### src/rtl/seg_pkg.sv
// Shared types and constants for the counter display stage.
// Segment patterns are {g,f,e,d,c,b,a}, active-low.
package seg_pkg;

  typedef enum logic [1:0] {
    SHOW_ONES,
    GAP_A,
    SHOW_TENS,
    GAP_B
  } scan_t;

  localparam logic [6:0] SEG_OFF = 7'h7F;
  localparam logic [6:0] SEG_ALL = 7'h00;

  localparam logic [6:0] SEG_D0 = 7'b1000000;
  localparam logic [6:0] SEG_D1 = 7'b1111001;
  localparam logic [6:0] SEG_D2 = 7'b0100100;
  localparam logic [6:0] SEG_D3 = 7'b0110000;
  localparam logic [6:0] SEG_D4 = 7'b0011001;
  localparam logic [6:0] SEG_D5 = 7'b0010010;
  localparam logic [6:0] SEG_D6 = 7'b0000010;
  localparam logic [6:0] SEG_D7 = 7'b1111000;
  localparam logic [6:0] SEG_D8 = 7'b0000000;
  localparam logic [6:0] SEG_D9 = 7'b0010000;

endpackage

### src/rtl/count_seg_driver_dec.sv
// Decimal digit to active-low 7-segment pattern.
// Non-decimal inputs produce a dark digit.
module seg7_dec
  import seg_pkg::*;
(
  input  logic [3:0] d,
  output logic [6:0] seg
);

  always_comb begin
    seg = SEG_OFF;
    case (d)
      4'd0:    seg = SEG_D0;
      4'd1:    seg = SEG_D1;
      4'd2:    seg = SEG_D2;
      4'd3:    seg = SEG_D3;
      4'd4:    seg = SEG_D4;
      4'd5:    seg = SEG_D5;
      4'd6:    seg = SEG_D6;
      4'd7:    seg = SEG_D7;
      4'd8:    seg = SEG_D8;
      4'd9:    seg = SEG_D9;
      default: seg = SEG_OFF;
    endcase
  end

endmodule

### src/rtl/count_seg_driver.sv
// Two-digit multiplexed 7-segment driver for the up/down counter.
// Digit slots are separated by all-off gaps to avoid ghosting.
module count_seg_driver
  import seg_pkg::*;
#(
  parameter int SLOT_CYC = 50000,
  parameter int GAP_CYC  = 500
) (
  input  logic       clk,
  input  logic       rst,
  input  logic [3:0] ct_in,
  input  logic       ud_in,
  input  logic       upd,
  input  logic       blank_lz,
  input  logic       lamp_test,
  output logic [6:0] seg,
  output logic       dp,
  output logic [1:0] an
);

  localparam int MAXC = (SLOT_CYC > GAP_CYC) ? SLOT_CYC : GAP_CYC;
  localparam int MAXC2 = (MAXC < 2) ? 2 : MAXC;
  localparam int TW = $clog2(MAXC2);
  localparam logic [TW-1:0] SLOT_LAST = TW'(SLOT_CYC - 1);
  localparam logic [TW-1:0] GAP_LAST =
    (GAP_CYC == 0) ? '0 : TW'(GAP_CYC - 1);
  localparam bit NO_GAP = (GAP_CYC == 0);

  scan_t         state, state_nx;
  logic [TW-1:0] timer, timer_nx;
  logic [3:0]    disp_val;
  logic          disp_ud;

  logic          tens;
  logic [3:0]    ones;
  logic [3:0]    dec_in;
  logic [6:0]    dec_seg;

  logic [6:0]    seg_nx;
  logic          dp_nx;
  logic [1:0]    an_nx;

  always_ff @(posedge clk) begin
    if (rst) begin
      state    <= SHOW_ONES;
      timer    <= '0;
      disp_val <= 4'd0;
      disp_ud  <= 1'b1;
      seg      <= SEG_OFF;
      dp       <= 1'b1;
      an       <= 2'b11;
    end else begin
      state <= state_nx;
      timer <= timer_nx;
      if (upd) begin
        disp_val <= ct_in;
        disp_ud  <= ud_in;
      end
      seg <= seg_nx;
      dp  <= dp_nx;
      an  <= an_nx;
    end
  end

  always_comb begin
    state_nx = state;
    timer_nx = timer + 1'b1;
    unique case (state)
      SHOW_ONES: if (timer == SLOT_LAST) begin
        timer_nx = '0;
        state_nx = NO_GAP ? SHOW_TENS : GAP_A;
      end
      GAP_A: if (timer == GAP_LAST) begin
        timer_nx = '0;
        state_nx = SHOW_TENS;
      end
      SHOW_TENS: if (timer == SLOT_LAST) begin
        timer_nx = '0;
        state_nx = NO_GAP ? SHOW_ONES : GAP_B;
      end
      GAP_B: if (timer == GAP_LAST) begin
        timer_nx = '0;
        state_nx = SHOW_ONES;
      end
      default: begin
        timer_nx = '0;
        state_nx = SHOW_ONES;
      end
    endcase
  end

  assign tens   = (disp_val >= 4'd10);
  assign ones   = tens ? (disp_val - 4'd10) : disp_val;
  assign dec_in = (state == SHOW_TENS) ? {3'b000, tens} : ones;

  seg7_dec u_dec (
    .d   (dec_in),
    .seg (dec_seg)
  );

  // Lamp test lights everything in digit slots but never in gaps
  always_comb begin
    seg_nx = SEG_OFF;
    dp_nx  = 1'b1;
    an_nx  = 2'b11;
    unique case (state)
      SHOW_ONES: begin
        an_nx  = 2'b10;
        seg_nx = lamp_test ? SEG_ALL : dec_seg;
        dp_nx  = lamp_test ? 1'b0 : disp_ud;
      end
      SHOW_TENS: begin
        if (lamp_test) begin
          an_nx  = 2'b01;
          seg_nx = SEG_ALL;
          dp_nx  = 1'b0;
        end else if (!(blank_lz && !tens)) begin
          an_nx  = 2'b01;
          seg_nx = dec_seg;
        end
      end
      default: begin
        seg_nx = SEG_OFF;
        dp_nx  = 1'b1;
        an_nx  = 2'b11;
      end
    endcase
  end

endmodule
### config.mk
export PLATFORM = sky130hd
export DESIGN_NAME = count_seg_driver
export DESIGN_NICKNAME = d
export VERILOG_FILES = /design/src/rtl/seg_pkg.sv /design/src/rtl/count_seg_driver_dec.sv /design/src/rtl/count_seg_driver.sv
export SDC_FILE = /design/constraint.sdc
export NUM_CORES = 1
export LEC_CHECK = 0
export ABC_AREA = 1
export CAP_MARGIN = 25
export CORE_MARGIN = 2
export CORE_UTILIZATION = 55
export CTS_BUF_LIST = sky130_fd_sc_hd__clkbuf_4 sky130_fd_sc_hd__clkbuf_8 sky130_fd_sc_hd__clkbuf_16
export CTS_CLUSTER_SIZE = 24
export DETAILED_ROUTE_END_ITERATION = 8
export GPL_TIMING_DRIVEN = 0
export HOLD_SLACK_MARGIN = 0.12
export PLACE_DENSITY = 0.89
export REMOVE_ABC_BUFFERS = 1
export SYNTH_ARGS = -nofsm -noshare
export SYNTH_HDL_FRONTEND = slang
export SYNTH_SLANG_ARGS = --single-unit
### constraint.sdc
create_clock -name clk -period 2.5 [get_ports clk]
set_input_delay 0.375 -clock clk [delete_from_list [all_inputs] [get_ports clk]]
set_output_delay 0.375 -clock clk [all_outputs]
set_load 0.05 [all_outputs]
==> results.md, run 1 <==
- Status: completed
- Seq/Total Area, Yosys: 0.378
- Pleak: 0.938 nW
- Die width: 60.4 microns
- Commonest cells after routing, fill and taps aside: 62 x nand2_1, 44 x nor2_1, 38 x inv_1
- Unrepaired setup endpoints after global routing: false
- Placed cell count: 316
- GRT Util Overall: 0.197
- Worst Hold Class: reg2reg
- CP top delay family: adder cells
- 1st-iter DRT viols: 51
- Synth unique cells: 22
- Largest net degree at the start of global routing: 13
- EDFF count, synth: 0
- Worst setup SP type: register
- Final setup viols: 0
- Top Ports: 20
- Max Buffers Root-to-Sink: 2
- TritonCTS buffer count: 5
- Max incr delay on CP: 0.41 ns
- Cells after Synth: 255
- First-pass GRT wire length: 5.24 mm
- Number of buffers added on ports: 19
- Antenna violations before repair: 0
- Routed wire length: 3.04 mm
- Crit Path Class: reg2reg
- Depth of the CTS H-tree: 2
- Worst Clk Skew: 0.00571 ns
- Register bit total from synthesis: 33
- RD Place Congestion: 0.860
- Post-DP HPWL: 2.31 mm
- PwrDens: 518 mW/mm^2
- Maximum vdd drop: 0.370 mV
- Busiest metal layer after global routing: met2
- Clk_lat worst skew: 0.34 ns
- Max-cap viol count: 0
- Clock Tree Root: clkbuf_4
- Setup bufs post-CTS: 0
- Cell Chain, Critical Path: inv_1 > ha_1 > o21ai_0 > ha_1 > inv_1 > nand3_1 > nand2_1 > nand3b_1 > a21oi_1
- Ys flop type: dfxtp_1
- WL per Instance: 9.39 microns
- Syn avg cell area: 6.86 sq um
- First-pass iteration count of the detailed router: 4
- Most common cell after layout, fill and taps aside: nand2_1
- Crit. End Element: register
- Slew margin rel.: 0.665
- Met1 Use GR: 0.258
- Async set-reset flop share out of synthesis: 0
- Placed cell areas: 0.00198 sq mm
- Area of the multi-input gates: 930 sq um
- Diodes inserted: 0
- Bufs and invs on worst path: 2
- Vias: 1537
- Hold Vio Cnt, Final: 0
- Hold Path Origin: timer[0]$_SDFF_PP0_
- RR Startpoint: state[0]$_SDFFE_PP0P_
- Vias in the first global route: 1289
- Overflow left after global routing: 0
- Worst EP arrival: 2.24 ns
- Critical Path Fanout Max: 9
- Final worst path period need: 2.00 ns
- Grt met3 use: 0.0768
- Post-DRT Antenna Nets: 0
- Layout cells sized above 1: 0.0643
- Die area: 0.00365 sq mm
- Yosys warns: 0
- Final Cell Area: 0.00203 sq mm
- Slowest stage cell, crit path: o21ai_0
- Tot Pwr: 1.05 mW
- CTS tree: built
- Mapped Area: 0.00175 sq mm
- Total Nets Final: 299
- Starting Density: 0.578
- Grt met2 use: 0.284
- Worst setup path start: state[0]$_SDFFE_PP0P_
- Max-slew violations: 0
- DRC errors left: 0
- Worst slew pin tran: 0.502 ns
- Layout Cells excl Fill: 324
- Setup TNS: 0 ns
- Fmax: 500 MHz
- Clock-pin slew on the worst setup and hold paths: 0.09 ns
- Num Clock Sinks: 33
- Die height: 60.4 microns
- Register area: 661 sq um
- Core ar.: 0.00303 sq mm
- Post-CTS Resized: 0
- Area growth, synth to finish: 16.2%
- Final critical-path share of the clock period: 0.800
- Worst path required time: 2.74 ns
- Fillers: 273
- Hold_buf cts: 0
- Row Count: 20
- Vias per cell: 4.74
where the power goes:
part / internal (mW) / total [mW] / switching, mW
logic: 0.0721 / 0.198 / 0.126
registers: 0.550 / 0.561 / 0.0107
clock network: 0.118 / 0.295 / 0.177
cell type report:
cell class / count / share of cell area
Timing Repair Buffer: 19 / 0.0935
Clock buffer: 6 / 0.0222
Multi-Input combinational cell: 182 / 0.457
Sequential cell: 33 / 0.325
Tap cell: 44 / 0.0271
Clock inverter: 2 / 0.00492
Inverter: 38 / 0.0702
final timing paths:
check / to / slack, ns / depth (start not counted)
max: seg[3]$_SDFF_PP1_ / 0.50 / 9
min: timer[0]$_SDFF_PP0_ / 0.46 / 1
max reg2reg: seg[3]$_SDFF_PP1_ / 0.50 / 9
min reg2reg: timer[0]$_SDFF_PP0_ / 0.46 / 1
cells by family after synthesis:
| kind of cell | synth area share |
|---|---|
| flip-flops | 0.378 |
| XOR/XNOR | 0.0501 |
| AND/OR/NAND/NOR | 0.338 |
| buffers and inverters | 0.0908 |
| AO/OA/AOI/OAI | 0.0715 |
| adder cells (fa/ha/maj) | 0.0715 |
Yosys cell counts (2+ instances only):
master | count | share of area
ha_1 | 10 | 0.072
a21oi_1 | 10 | 0.029
nand3_1 | 14 | 0.040
o21ai_0 | 10 | 0.029
nand2_2 | 5 | 0.018
xnor2_1 | 2 | 0.010
xor2_1 | 8 | 0.040
inv_1 | 38 | 0.082
nor2_2 | 2 | 0.0072
nand3b_1 | 2 | 0.0086
nor3_1 | 2 | 0.0057
nor2_1 | 44 | 0.094
nand4_1 | 6 | 0.021
dfxtp_1 | 33 | 0.38
nand2_1 | 62 | 0.13
per-stage QoR:
stage | hold slack (ns) | setup slack, ns | util
2_1_floorplan | 0.418 | 0.723 | -
3_3_place_gp | 0.434 | 0.532 | 0.653
3_5_place_dp | 0.446 | 0.519 | 0.653
4_1_cts | 0.461 | 0.493 | 0.671
5_1_grt | 0.504 | 0.255 | 0.671
6_report | 0.462 | 0.500 | 0.671
routing by layer:
metal / vias up / part of all wire
li1: 841 / -
met1: 650 / 0.49
met2: 40 / 0.43
met3: 6 / 0.055
met4: 0 / 0.020
met5: - / 0
state kept, by name, indices dropped and copies added (netlist names):
signal / flops
state: 2
dp: 1
disp_ud: 1
timer: 16
disp_val: 4
an: 2
seg: 7
(Power assumes the default switching activity.)
==> inputs of run 2 (changes only) <==
Settings changed: CORE_UTILIZATION 55 to 50, PLACE_DENSITY 0.89 to 0.86.
Clock period 2.5 ns to 1.68 ns, I/O delays scaled along.
==> run 2 against run 1 <==
Net effect: largest cell class unchanged; largest power group unchanged; via count up 7.5%; critical endpoint is now seg[4]$_SDFF_PP1_; sequential share of layout area decreased by 2.7 points; register-to-register slack got worse by 0.53 ns; the flow now finishes with violations (negative setup slack).
==> results.md, run 2 (synthesized netlist as in run 1, its figures left out) <==
- Status: complete, but fails checks
- Violated checks: negative setup slack
- Combinational share of power: 0.201 (+0.013)
- Fmax: 583 MHz (+17%)
- Final setup viols: 2 (+2)
- Overflow left after global routing: 0 (unchanged)
- Final critical-path share of the clock period: 1.02 (+0.220)
- Register area: 666 sq um (+0.76%)
- Fin util: 0.670 (-0.00107)
- Top flop regs: timer (16), seg (7), disp_val (4)
- Vias per cell: 4.92 (+3.6%)
- Reg power frac: 0.495 (-0.037)
- Diodes inserted: 0 (unchanged)
- Worst Hold Class: reg2reg
- Slew margin rel.: 0.672 (+0.00776)
- RD Place Congestion: 0.830 (-3.5%)
- DRC errors left: 0 (unchanged)
- Maximum vdd drop: 0.420 mV (+14%)
- Worst setup SP type: register
- Clk pwr share: 0.304 (+0.024)
- Switch share: 0.301 (+0.00345)
- Row Count: 21 (+5.0%)
- CTS tree: built
- Clock Tree Root: clkbuf_4
- RR Endpoint: seg[4]$_SDFF_PP1_
- Routed wire length: 3.80 mm (+25%)
- First-pass iteration count of the detailed router: 4 (unchanged)
- GRT Util Overall: 0.175 (-0.0214)
- Hold Vio Cnt, Final: 0 (unchanged)
- Sw Pwr: 507 uW (+62%)
- Die width: 63.1 microns (+4.6%)
- 1st-iter DRT viols: 98 (+92%)
- Post-DRT Antenna Nets: 0 (unchanged)
- Layout cells sized above 1: 0.159 (+0.0943)
- Slowest stage cell, crit path: dfxtp_4
- Clk_lat worst skew: 0.34 ns (about the same)
- WL per Instance: 11.3 microns (+20%)
- Worst Slack Setup Final: -0.0345 ns (-0.534 ns)
- Pleak: 1.01 nW (+8.1%)
- Worst path required time: 1.93 ns (-0.81 ns)
- TritonCTS buffer count: 5 (unchanged)
- RR Startpoint: state[0]$_SDFFE_PP0P_
- Largest net degree at the start of global routing: 13 (unchanged)
- Most common cell after layout, fill and taps aside: nand2_1
- Worst slew pin tran: 0.493 ns (-0.00811 ns)
- Bufs and invs on worst path: 5 (+3)
- Num Clock Sinks: 33 (unchanged)
- Commonest cells after routing, fill and taps aside: 59 x nand2_1, 42 x nor2_1, 34 x inv_1
- Hold_buf cts: 0 (unchanged)
- Number of buffers added on ports: 19 (unchanged)
- Total Nets Final: 309 (+3.3%)
- Layout Cells excl Fill: 336 (+3.7%)
- Vias in the first global route: 1385 (+7.4%)
- Internal Power: 1.18 mW (+59%)
- Area of the multi-input gates: 0.00103 sq mm (+11%)
- Max Buffers Root-to-Sink: 2 (unchanged)
- Hold Path End: timer[0]$_SDFF_PP0_
- Worst Hold Path Cells: 1 (unchanged)
- PwrDens: 753 mW/mm^2 (+45%)
- Depth of the CTS H-tree: 2 (unchanged)
- Die height: 63.1 microns (+4.6%)
- Antenna violations before repair: 0 (unchanged)
- Max-slew violations: 0 (unchanged)
- Post-DP HPWL: 2.30 mm (-0.75%)
- Core ar.: 0.00334 sq mm (+10%)
- Setup TNS: -0.0545 ns (-0.0545 ns)
- Top Ports: 20 (unchanged)
- Hold Path Origin: timer[0]$_SDFF_PP0_
- Vias: 1652 (+7.5%)
- Max FFs per register: 16 (unchanged)
- Crit. End Element: register
- Critical Path Fanout Max: 6 (-3)
- Fillers: 274 (+0.37%)
- Area growth, synth to finish: 27.9%
- Clock-pin slew on the worst setup and hold paths: 0.10 ns (about the same)
- Die area: 0.00399 sq mm (+9.3%)
- Worst path depth: 13 (+4)
- Crit Path Class: reg2reg
- Max incr delay on CP: 0.38 ns (-0.03 ns)
- Cell Chain, Critical Path: inv_4 > ha_4 > buf_6 > buf_6 > a21oi_4 > buf_6 > nand3_2 > nand2_1 > inv_1 > nand2_1 > nand2_1 > nor2_1 > nor2_1
- FF-to-FF setup slack: -0.03 ns (-0.53 ns)
- Placed cell count: 318 (+0.63%)
- Worst Clk Skew: 0.00637 ns (+0.000657 ns)
- Starting Density: 0.524 (-0.0535)
- First-pass GRT wire length: 5.55 mm (+5.8%)
- Max-cap viol count: 0 (unchanged)
- Worst EP arrival: 1.96 ns (-0.28 ns)
- FF-to-FF path depth: 13 (+4)
- CP top delay family: buffers and inverters
- Final worst path period need: 1.71 ns (-0.286 ns)
- Unrepaired setup endpoints after global routing: true
- Register with the most flip-flops: timer
==> run 2: changes by cell type in the layout (fill, tap and decap cells not counted), moves of 4 or more <==
cell,delta
buf_4,+7
clkdlybuf4s50_1,-10
dlygate4sd2_1,+10
inv_1,-4
==> run 2: worst max path at each step <==
stage / start / endpoint / slack, ns
floorplan: state[0]$_SDFFE_PP0P_ / seg[3]$_SDFF_PP1_ / -0.1
global placement: state[0]$_SDFFE_PP0P_ / seg[3]$_SDFF_PP1_ / -0.30
detailed placement: state[0]$_SDFFE_PP0P_ / seg[3]$_SDFF_PP1_ / -0.35
CTS: disp_val[1]$_SDFFE_PP0P_ / seg[3]$_SDFF_PP1_ / 0.03
global route: state[0]$_SDFFE_PP0P_ / seg[5]$_SDFF_PP1_ / -0.15
finish: state[0]$_SDFFE_PP0P_ / seg[4]$_SDFF_PP1_ / -0.03
==> run 2: final cells by class <==
class,count,area share
tap,46,0.0257
sequential,33,0.298
timing repair buffer,29,0.118
clock buffer,7,0.0291
clock inverter,1,0.00224
inverter,38,0.0660
multi-input combinational,182,0.461
==> run 2: per-layer routing <==
layer / wire (microns) / share of wire / global-route usage / vias to the layer above
met5: 0 / 0 / 0 / -
met3: 213 / 0.056 / 0.0554 / 12
li1: - / - / - / 858
met2: 1810 / 0.48 / 0.289 / 62
met1: 1670 / 0.44 / 0.210 / 720
met4: 110 / 0.029 / 0.0750 / 0
==> run 2: worst register-to-register path, delay by kind of cell (launching register included) <==
family,cells,cell delay (ns)
adder cells (fa/ha/maj),1,0.18
AND/OR/NAND/NOR,6,0.39
flip-flops,1,0.38
AO/OA/AOI/OAI,1,0.19
buffers and inverters,5,0.48
==> run 2: power groups by stage <==
stage	Combinational (mW)	Clock [mW]	Sequential (mW)
final	0.338	0.512	0.834
after global routing	0.366	0.562	0.839
after CTS	0.291	0.519	0.835
after detailed placement	0.296	0	0.853
after global placement	0.291	0	0.852
after floorplan	0.125	0	0.932
==> run 2: stage by stage <==
step                      power [mW]  setup slack (ns)  cell area [sq um]  hold WS (ns)
final                           1.68           -0.0345               2240         0.465
after global routing            1.77            -0.147               2240         0.500
after CTS                       1.64            0.0281               2080         0.463
after detailed placement        1.15            -0.350               1980         0.436
after global placement          1.14            -0.299               1980         0.431
after floorplan                 1.06           -0.0972               1730         0.324
==> run 2: timing repair <==
action	CTS	global route
setup endpoints to repair	16	8
buffers inserted	2	8
resized for setup	19	26
pin swaps	2	10
==> inputs of run 3 (changes only) <==
Settings changed: CORE_UTILIZATION 50 to 35, PLACE_DENSITY 0.86 to 0.67.
==> run 3 against run 2 <==
Net effect: the run still ends with negative setup slack left; final area increased by 2.0%; clock-buffer cell count unchanged; combinational power increased by 1%; clock skew increased by 0.00094 ns; critical path type unchanged; highest routed layer unchanged.
==> results.md, run 3 (synthesized netlist as in run 1, its figures left out) <==
- FF-to-FF setup slack: -0.007 ns (+0.03 ns)
- Worst setup SP type: register
- Die area: 0.00558 sq mm (+40%)
- Depth of the CTS H-tree: 2 (unchanged)
- Critical Path Fanout Max: 6 (unchanged)
- Row Count: 25 (+19%)
- RR Endpoint: seg[3]$_SDFF_PP1_
- Status: complete, but fails checks
- Vias: 1587 (-3.9%)
- Worst Clk Skew: 0.00731 ns (+0.000944 ns)
- Core ar.: 0.00479 sq mm (+43%)
- Largest net degree at the start of global routing: 13 (unchanged)
- 1st-iter DRT viols: 84 (-14%)
- Worst Slack Setup Final: -0.00703 ns (+0.0274 ns)
- Die height: 74.7 microns (+18%)
- Post-DRT Antenna Nets: 0 (unchanged)
- Clock Tree Root: clkbuf_8
- Worst path required time: 1.86 ns (-0.07 ns)
- Fmax: 593 MHz (+1.6%)
- Routed wire length: 3.59 mm (-5.6%)
- First-pass iteration count of the detailed router: 4 (unchanged)
- Worst EP arrival: 1.87 ns (-0.09 ns)
- Commonest cells after routing, fill and taps aside: 59 x nand2_1, 43 x nor2_1, 34 x inv_1
- Top flop regs: timer (16), seg (7), disp_val (4)
- PwrDens: 806 mW/mm^2 (+7.1%)
- Hold Path End: timer[0]$_SDFF_PP0_
- RR Startpoint: state[0]$_SDFFE_PP0P_
- Worst slew pin tran: 0.498 ns (+0.00461 ns)
- Hold Slack: 0.450 ns (-0.0157 ns)
- Register with the most flip-flops: timer
- TritonCTS buffer count: 5 (unchanged)
- Clock-pin slew on the worst setup and hold paths: 0.06 ns (-0.04 ns)
- Hold Path Origin: timer[0]$_SDFF_PP0_
- Layout cells sized above 1: 0.166 (+0.00690)
- Slew margin rel.: 0.667 (-0.00492)
- Vias per cell: 4.45 (-9.6%)
- CTS tree: built
- Final critical-path share of the clock period: 1.00 (-0.0163)
- Vias in the first global route: 1362 (-1.7%)
- Worst Hold Path Cells: 1 (unchanged)
- Max FFs per register: 16 (unchanged)
- Maximum vdd drop: 0.382 mV (-9.1%)
- Clk_lat worst skew: 0.29 ns (-0.05 ns)
- Unrepaired setup endpoints after global routing: true
- Max Buffers Root-to-Sink: 2 (unchanged)
- Number of buffers added on ports: 19 (unchanged)
- Area growth, synth to finish: 30.4%
- Num Clock Sinks: 33 (unchanged)
- DRC errors left: 0 (unchanged)
- Max-cap viol count: 0 (unchanged)
- Die width: 74.7 microns (+18%)
- FF-to-FF path depth: 10 (-3)
- Tot Pwr: 1.84 mW (+9.2%)
- Hold Vio Cnt, Final: 0 (unchanged)
- Violated checks: negative setup slack
- WL per Instance: 10.0 microns (-11%)
- Diodes inserted: 0 (unchanged)
- Fillers: 477 (+74%)
- GRT Util Overall: 0.136 (-0.0389)
- Most common cell after layout, fill and taps aside: nand2_1
- Overflow left after global routing: 0 (unchanged)
- Final worst path period need: 1.69 ns (-0.0274 ns)
- Final setup viols: 1 (-1)
- First-pass GRT wire length: 5.74 mm (+3.5%)
- Crit Path Class: reg2reg
- Antenna violations before repair: 0 (unchanged)
- Post-DP HPWL: 2.43 mm (+6.1%)
- Total Nets Final: 309 (unchanged)
- Max-slew violations: 0 (unchanged)
- Pleak: 1.03 nW (+1.8%)
- Crit. End Element: register
- RD Place Congestion: 0.904 (+9.0%)
- Top Ports: 20 (unchanged)
- Starting Density: 0.365 (-0.159)
- Worst Hold Class: reg2reg
## run 3: cell types whose count changed in the layout (fill, tap and decap cells not counted), moves of 3 or more
cell             change
clkbuf_4             -5
clkbuf_8             +5
clkdlybuf4s50_1      +8
dlygate4sd2_1       -10
nand2_2              +3
nand2_4              -3
## run 3: what timing repair did
action,4_1_cts,5_1_grt
gates cloned,0,0
hold buffers,0,0
gates resized for setup,8,24
setup endpoints to repair,6,9
setup buffers,2,8
pin swaps,2,9
hold endpoints to repair,0,0
## run 3: where the power goes
part	internal, mW	total (mW)	switching (mW)	leakage (nW)
logic	0.133	0.342	0.209	0.704
clock network	0.370	0.662	0.292	0.0542
registers	0.818	0.835	0.0170	0.273
total	1.32	1.84	0.518	1.03
## run 3: final cells by class
cell class,instances,area (sq um),share of cell area
sequential,33,671,0.294
clock inverter,1,5.00,0.00219
tap,67,83.8,0.0368
clock buffer,7,96.3,0.0422
inverter,38,145,0.0636
multi-input combinational,182,1010,0.441
timing repair buffer,29,274,0.120
## run 3: metal layers
metal,track usage,up-vias,wire length [microns]
met1,0.174,687,1770
met2,0.206,32,1590
met4,0.0933,0,98
met5,0,-,0
met3,0.0295,7,128
li1,-,861,-
## run 3: stage by stage
step | area, sq um | instances | util | setup WS, ns | TNS, ns
CTS | 2150 | 349 | 0.449 | 0.0111 | 0
finish | 2280 | 357 | 0.477 | -0.00703 | -0.00703
global placement | 2010 | 339 | 0.419 | -0.325 | -1.07
global route | 2280 | 357 | 0.477 | -0.115 | -0.328
detailed placement | 2010 | 339 | 0.419 | -0.326 | -1.06
floorplan | 1730 | 253 | - | -0.0972 | -0.107
## run 3: worst max path at each step
stage | startpoint | end | slack [ns] | depth (start not counted)
after floorplan | state[0]$_SDFFE_PP0P_ | seg[3]$_SDFF_PP1_ | -0.1 | 9
after global placement | state[0]$_SDFFE_PP0P_ | seg[3]$_SDFF_PP1_ | -0.32 | 9
after detailed placement | state[0]$_SDFFE_PP0P_ | seg[3]$_SDFF_PP1_ | -0.33 | 9
after CTS | an[0]$_SDFF_PP1_ | an[0] | 0.01 | 1
after global routing | disp_val[1]$_SDFFE_PP0P_ | seg[4]$_SDFF_PP1_ | -0.11 | 13
final | state[0]$_SDFFE_PP0P_ | seg[3]$_SDFF_PP1_ | -0.007 | 10
## run 3: critical path, cell delays in order, from the launching register on
cell and delay (ns):
dfxtp_4 0.37, inv_4 0.05, ha_4 0.17, buf_4 0.13
o21ai_2 0.22, ha_1 0.27, inv_1 0.06, nand3_2 0.08
nand2_1 0.06, nand3b_1 0.11, a21oi_2 0.05
